### config.mk
export PLATFORM = sky130hd
export DESIGN_NAME = pwm_gen_multi
export DESIGN_NICKNAME = d
export VERILOG_FILES = /design/src/rtl/pwm_gen_multi.sv
export SDC_FILE = /design/constraint.sdc
export NUM_CORES = 1
export LEC_CHECK = 0
export CAP_MARGIN = 20
export CORE_MARGIN = 4
export CORE_UTILIZATION = 61
export DETAILED_ROUTE_END_ITERATION = 12
export GPL_ROUTABILITY_DRIVEN = 0
export PLACE_DENSITY_LB_ADDON = 0.3
export SYNTH_ARGS = -nofsm -noshare
export SYNTH_HDL_FRONTEND = slang
export SYNTH_SLANG_ARGS = --single-unit
### constraint.sdc
create_clock -name clk -period 2.64 [get_ports clk]
set_input_delay 0.264 -clock clk [delete_from_list [all_inputs] [get_ports clk]]
set_output_delay 0.264 -clock clk [all_outputs]
set_load 0.05 [all_outputs]
### src/rtl/pwm_gen_multi.sv
`default_nettype none
// ============================================================================
// Module   : pwm_gen_multi
// Brief    : N-channel PWM, one shared counter, double-buffered period/duty.
//            Macro PWM_CENTER_ALIGN_EN selects an up/down (centre-aligned) counter.
// Revision : 1.0
// ============================================================================
module pwm_gen_multi #(
  parameter int CHANNELS = 8,
  parameter int CNT_W    = 8,
  parameter int CH_W     = 3
) (
  input  logic                clk,
  input  logic                rst_n,
  input  logic                enable,
  input  logic [CNT_W-1:0]    period,
  input  logic                wr_en,
  input  logic [CH_W-1:0]     wr_ch,
  input  logic [CNT_W-1:0]    wr_duty,
  output logic [CHANNELS-1:0] pwm,
  output logic                period_end
);

  logic [CNT_W-1:0]    cnt_q, cnt_d;
  logic [CNT_W-1:0]    period_act_q, period_act_d;
  logic [CNT_W-1:0]    duty_sh_q  [CHANNELS];
  logic [CNT_W-1:0]    duty_sh_d  [CHANNELS];
  logic [CNT_W-1:0]    duty_act_q [CHANNELS];
  logic [CNT_W-1:0]    duty_act_d [CHANNELS];
  logic [CHANNELS-1:0] pwm_q, pwm_d;
  logic                period_end_q, period_end_d;
  logic                boundary;
`ifdef PWM_CENTER_ALIGN_EN
  logic                dir_q, dir_d;   // 0 = counting up, 1 = counting down
  logic                en_q, en_d;
`endif

  always_comb begin
    cnt_d        = cnt_q;
    period_act_d = period_act_q;
    period_end_d = 1'b0;
    pwm_d        = '0;
    for (int i = 0; i < CHANNELS; i++) begin
      duty_sh_d[i]  = duty_sh_q[i];
      duty_act_d[i] = duty_act_q[i];
      // Out-of-range channel indices never match any i, so they are dropped.
      if (wr_en && (32'(wr_ch) == i)) duty_sh_d[i] = wr_duty;
      pwm_d[i] = enable && (cnt_q < duty_act_q[i]);
    end

`ifdef PWM_CENTER_ALIGN_EN
    dir_d    = dir_q;
    en_d     = enable;
    boundary = enable && (!en_q || (period_act_q == '0) || (dir_q && (cnt_q == '0)));
`else
    boundary = enable && (cnt_q >= period_act_q);
`endif

    // Shadow bypass: a write in the load cycle lands directly in duty_act.
    if (!enable || boundary) begin
      period_act_d = period;
      for (int i = 0; i < CHANNELS; i++) duty_act_d[i] = duty_sh_d[i];
    end

    if (!enable) begin
      cnt_d = '0;
`ifdef PWM_CENTER_ALIGN_EN
      dir_d = 1'b0;
`endif
    end else if (boundary) begin
      cnt_d        = '0;
      period_end_d = 1'b1;
`ifdef PWM_CENTER_ALIGN_EN
      dir_d        = 1'b0;
`endif
    end else begin
`ifdef PWM_CENTER_ALIGN_EN
      // Count holds one cycle at each turn, so every value 0..P-1 occurs twice
      // per period (2*P cycles) and pulses are symmetric about the valley.
      if (!dir_q) begin
        if (cnt_q >= period_act_q - 1'b1) dir_d = 1'b1;
        else                              cnt_d = cnt_q + 1'b1;
      end else begin
        cnt_d = cnt_q - 1'b1;
      end
`else
      cnt_d = cnt_q + 1'b1;
`endif
    end
  end

  always_ff @(posedge clk or negedge rst_n) begin
    if (!rst_n) begin
      cnt_q        <= '0;
      period_act_q <= '0;
      pwm_q        <= '0;
      period_end_q <= 1'b0;
      for (int i = 0; i < CHANNELS; i++) begin
        duty_sh_q[i]  <= '0;
        duty_act_q[i] <= '0;
      end
`ifdef PWM_CENTER_ALIGN_EN
      dir_q        <= 1'b0;
      en_q         <= 1'b0;
`endif
    end else begin
      cnt_q        <= cnt_d;
      period_act_q <= period_act_d;
      pwm_q        <= pwm_d;
      period_end_q <= period_end_d;
      for (int i = 0; i < CHANNELS; i++) begin
        duty_sh_q[i]  <= duty_sh_d[i];
        duty_act_q[i] <= duty_act_d[i];
      end
`ifdef PWM_CENTER_ALIGN_EN
      dir_q        <= dir_d;
      en_q         <= en_d;
`endif
    end
  end

  assign pwm        = pwm_q;
  assign period_end = period_end_q;

endmodule
`default_nettype wire

==> results of run 1 <==
==> cell families (layout without fill, tap and decap cells) <==
logic type / after synthesis / after routing
fa+ha+maj: 65 / 65
xor+xnor: 6 / 6
simple gates: 53 / 53
buf+inv: 88 / 157
compound gates: 55 / 55
flops: 153 / 153
mux: 136 / 136
==> per-layer routing <==
metal | GRT usage | vias to the layer above | share of wire
met5 | 0 | - | 0
met4 | 0.0755 | 0 | 0.020
met3 | 0.0726 | 29 | 0.049
met2 | 0.374 | 79 | 0.47
met1 | 0.308 | 2271 | 0.46
li1 | - | 2046 | -
==> cell type report <==
cell class	instances	area [um^2]
clock buffer	24	492
clock inverter	7	115
fill	754	3070
inverter	74	278
multi-input combinational	315	3140
sequential	153	3830
tap	143	179
timing repair buffer	52	509
==> registers in the layout (all words and copies together) (netlist names) <==
register	cells
duty_act_q	64
pwm	8
cnt_q	8
duty_sh_q	64
period_end	1
period_act_q	8
==> Yosys cell counts (4+ instances only) <==
library cell and n:
nand3_1 6, a21oi_1 18, xor2_1 5, o21ai_0 9, inv_1 74, mux2_4 4, nor2b_1 8, mux2_2 130
nor2_1 8, clkbuf_8 4, a21o_1 17, o2111a_1 8, buf_2 6, nand2b_1 8, ha_1 65, nand4_1 9
dfrtp_1 153
==> worst min path at each step <==
stage | from | endpoint | slack, ns
after global routing | period[2] | period_act_q[2] | 0.44
after global placement | rst_n | duty_sh_q[15] | 0.32
after floorplan | rst_n | cnt_q[0] | -0.03
after detailed placement | rst_n | duty_sh_q[11] | 0.34
final | rst_n | duty_sh_q[12] | 0.44
after CTS | period[2] | period_act_q[2] | 0.43
==> power by group through the flow <==
stage                     combinational, uW  sequential (uW)  clock [uW]
after floorplan                         961             3080           0
after global placement                 1260             3070           0
after detailed placement               1360             3100           0
after CTS                              1380             3070        2500
after global routing                   1530             3120        2630
final                                  1360             3070        2480
==> through the flow <==
step	hold slack, ns	cell area (um^2)	instances	utilization
floorplan	-0.0316	7370	556	-
global placement	0.323	7920	736	0.682
detailed placement	0.339	7920	736	0.682
CTS	0.435	8540	768	0.735
global route	0.438	8540	768	0.735
finish	0.438	8540	768	0.735
==> reports/results.tsv, run 1 <==
metric	value	unit
cts-resized-gates	0	
wl_per_cell	19.6	um
period_share	0.891	
timing.final.ws_setup	0.288	ns
p_total	6910	uW
synth_area_leaders	dfrtp_1 (52%), mux2_2 (20%), ha_1 (11%)	
cts.clk_slew.worst_paths	0.05	ns
crit_path_end_kind	flop	
core	11600	um^2
cts-root-buf	clkbuf_16	
outcome	completed	
synth-simple-area-share	0.0472	
ys_ff_latch	153	
clockPowerShare	0.358	
worstHoldPathType	in -> async	
muxShareOfSynthArea	0.210	
ys_types	33	
cts_max_path_buffers	2	
ant_nets	0	
syn_area	7370	um^2
critical_path_class	reg -> reg	
fmax	0.425	GHz
diodes	0	
port_buffers	31	
r2r_cells	7	
cp_num_buf_inv	1	
endpoint	duty_act_q[23]	
start_util	0.634	
rr_endpoint	duty_act_q[23]	
drive_gt1_frac	0.304	
cts_setup_buffers	0	
powerDensity	809	nW/um^2
syn-mean-instance-area	13.3	um^2
synth_largest_area_cell	dfrtp_1	
ir_drop	0.669	mV
critPathMaxFanout	33	
critPathTopFamily	simple AND/OR/NAND/NOR gates	
grt.total_usage	0.235	
routed_wirelength	15000	um
p_sw_frac	0.253	
synth_xor_area_frac	0.00713	
die_y	118	um
worst-path-stages	7	
layout_common_cells	dfrtp_1 (153), mux2_2 (130), inv_1 (74)	
antenna_found_initial	0	
r2r_start	cnt_q[2]	
grt-ovfl-total	0	
mostFrequentLayoutCell	dfrtp_1	
die-area	13900	um^2
finalSetupTns	0	ns
grt_max_degree	75	
critPathLaunch	cnt_q[2]	
via_count	4425	
synth_top_family_by_area	multiplexers	
clock_skew	0.00820	ns
yosys_warnings	0	
drv_slew	0	
synthArstFlopShare	1.00	
dp_slack	0.304	ns
critPathLaunchType	flop	
vias_per_cell	5.76	
route.detailed.drc	0	
ios	32	
grt_pass1_vias	4923	
p_sw	1740	uW
cts_tree	built	
tightest_slew	0.699	ns
p_int	5160	uW
setup_viol	0	
rows	39	
clock_latency	0.42	ns
syn_nets	644	
die_x	118	um
max_cap_violations	0	
p_seq_frac	0.444	
fin_crit	2.35	ns
netlist_instances	556	
htree_levels	4	
worstPathArrival	2.65	ns
cts_buffers	17	
crit_chain	ha_1, or3_1, a21oi_1, a211o_2, nand3_4, buf_12, mux2_4	
synth_flop_cell	dfrtp_1	
area_growth	15.9	%
grt_pass1_wl	25200	um
first_pass_iters	4	
crit_slowest_cell	dfrtp_1	
cts_hold_buf	1	
drtIter0Drc	240	
critical-path-max-stage-delay	0.38	ns
leakage	0.00414	uW
rsz0062_at_grt	no	
post-dp-hpwl	9880	um
fin_nets	701	
synth_edf_count	0	
cts.sinks	153	
seq_area_frac_synth	0.520	
finalHoldViolCount	0	
pwr-share-comb	0.197	
yosysTopAreaCellShare	0.520	
synthAdderAreaFrac	0.110	
synth_compound_area_frac	0.0513	
r2r_slack	0.29	ns
required	2.94	ns
slew_headroom	0.534	
Note: power is estimated with default switching activity, not from simulation.
==> run 2, diff against run 1 <==
- CORE_UTILIZATION: 61 -> 57
- DONT_BUFFER_PORTS: not set -> 1
==> run 2 against run 1 <==
Net effect: the run now ends with hold timing left; critical path depth is the same; setup slack gained 0.21 ns; clock skew is essentially flat; flip-flop and latch count is the same; cell area shrank 0.63%; non-clock buffer count shrank 16; die area grew 6.5%; total power grew 2.6%; register-to-register slack gained 0.21 ns; wire length is essentially flat; first-iteration DRC count shrank 17%; worst hold slack lost 0.90 ns; largest cell class unchanged.
==> reports/results.tsv, run 2 (synthesis results as in run 1) <==
metric	value	unit	change
multi_input_area	3140	um^2	unchanged
wl_per_cell	19.2	um	-1.8%
die_x	122	um	+3.2%
outcome	finished, violations left		
worstPathArrival	2.45	ns	-0.20 ns
period_share	0.813		-0.0777
stdcell_count	782		+1.8%
die_y	122	um	+3.2%
crit_chain	ha_1, or3_1, a21oi_1, a211o_2, nand3_4, buf_4, mux2_1		
core	12600	um^2	+8.7%
max_cap_violations	0		unchanged
die-area	14800	um^2	+6.5%
powerDensity	835	nW/um^2	+3.2%
fin_nets	685		-2.3%
drive_gt1_frac	0.307		+0.00256
grt.total_usage	0.223		-0.0115
critical_path_class	reg -> reg		
drtIter0Drc	199		-17%
finalSetupTns	0	ns	unchanged
critPathMaxFanout	19		-42%
tightest_slew	0.746	ns	+0.0468 ns
start_util	0.584		-0.0506
fmax	0.466	GHz	+9.6%
clock_latency	0.42	ns	about the same
grt_pass1_wl	24600	um	-2.3%
required	2.94	ns	about the same
slew_headroom	0.500		-0.0339
cts_buffers	17		unchanged
ios	32		unchanged
placed_cells	728		-1.1%
crit_path_end_kind	flop		
clock_skew	0.00797	ns	-0.000228 ns
finalHoldViolCount	153		+153
worstHoldPathType	in -> async		
ant_nets	0		unchanged
cts.clk_slew.worst_paths	0.06	ns	about the same
critPathLaunchType	flop		
critPathTopFamily	simple AND/OR/NAND/NOR gates		
via_count	4383		-0.95%
antenna_found_initial	0		unchanged
cts_max_path_buffers	2		unchanged
area_growth	15.2	%	
rsz0062_at_grt	no		
cp_num_buf_inv	1		unchanged
vias_per_cell	5.60		-2.7%
post-dp-hpwl	9450	um	-4.4%
cts_tree	built		
timing.final.ws_setup	0.493	ns	+0.205 ns
route.detailed.drc	0		unchanged
holdWs	-0.464	ns	-0.902 ns
grt_pass1_vias	4755		-3.4%
routed_wirelength	15000	um	about the same
cts_setup_buffers	0		unchanged
layout_common_cells	dfrtp_1 (153), mux2_2 (130), inv_1 (74)		
rows	41		+5.1%
final-seq-area	3830	um^2	unchanged
grt_max_degree	154		+110%
ir_drop	0.833	mV	+25%
r2r_cells	7		unchanged
critical-path-max-stage-delay	0.40	ns	+0.02 ns
dp_slack	0.516	ns	+0.212 ns
reg.largest.list	duty_act_q x64, duty_sh_q x64		
cts-root-buf	clkbuf_16		
fillers	927		+23%
failed_checks	hold timing		
grt-ovfl-total	0		unchanged
fin_crit	2.15	ns	-0.205 ns
setup_viol	0		unchanged
leakage	0.00411	uW	-0.60%
crit_slowest_cell	dfrtp_1		
first_pass_iters	4		unchanged
port_buffers	0		-100%
diodes	0		unchanged
htree_levels	4		unchanged
mostFrequentLayoutCell	dfrtp_1		
drv_slew	0		unchanged
cts.sinks	153		unchanged
worst-path-stages	7		unchanged
run 2: cell types whose count changed in the layout (fill, tap and decap cells not counted), moves of 3 or more:
cell             before  now
dlygate4sd3_1         1   22
clkinv_2              2    5
buf_4                17   12
bufinv_16             3    6
clkdlybuf4s50_1      30    0
clkbuf_1              3    0
run 2: stage by stage:
| step | total power [uW] | area (um^2) | util |
|---|---|---|---|
| 2_1_floorplan | 4040 | 7370 | - |
| 3_3_place_gp | 4220 | 7590 | 0.601 |
| 3_5_place_dp | 4330 | 7590 | 0.601 |
| 4_1_cts | 7130 | 8440 | 0.668 |
| 5_1_grt | 7470 | 8490 | 0.672 |
| 6_report | 7080 | 8490 | 0.672 |
run 2: final cells by class:
type	count	share of cell area
Tap cell	172	0.0254
Multi-Input combinational cell	315	0.370
Clock inverter	13	0.0262
Sequential cell	153	0.451
Inverter	74	0.0327
Clock buffer	19	0.0534
Timing Repair Buffer	36	0.0413
run 2: timing repair:
action,4_1_cts,5_1_grt
gates resized for setup,0,0
hold buffers,17,5
endpoints found under the hold margin,217,160
run 2: routing by layer:
layer  global-route usage  routed length, um  up-vias
li1                     -                  -     2016
met1                0.277               6600     2267
met2                0.375               7600       70
met3               0.0594                495       30
met4               0.0861                328        0
met5                    0                  0        -
run 2: worst paths after layout:
| check | end | slack, ns | from |
|---|---|---|---|
| setup / recovery | period_act_q[2] | 0.49 | cnt_q[2] |
| min in group clk | duty_sh_q[14] | 0.02 | wr_duty[6] |
| hold / removal | duty_sh_q[1] | -0.46 | rst_n |
| setup reg to reg | period_act_q[2] | 0.49 | cnt_q[2] |
| hold reg to reg | duty_sh_q[12] | 0.49 | duty_sh_q[12] |
| max in group asynchronous | duty_act_q[4] | 2.85 | rst_n |
run 2: power by group:
part | switching, uW | internal (uW)
combinational | 543 | 693
sequential | 242 | 2860
clock | 935 | 1820
total | 1720 | 5360
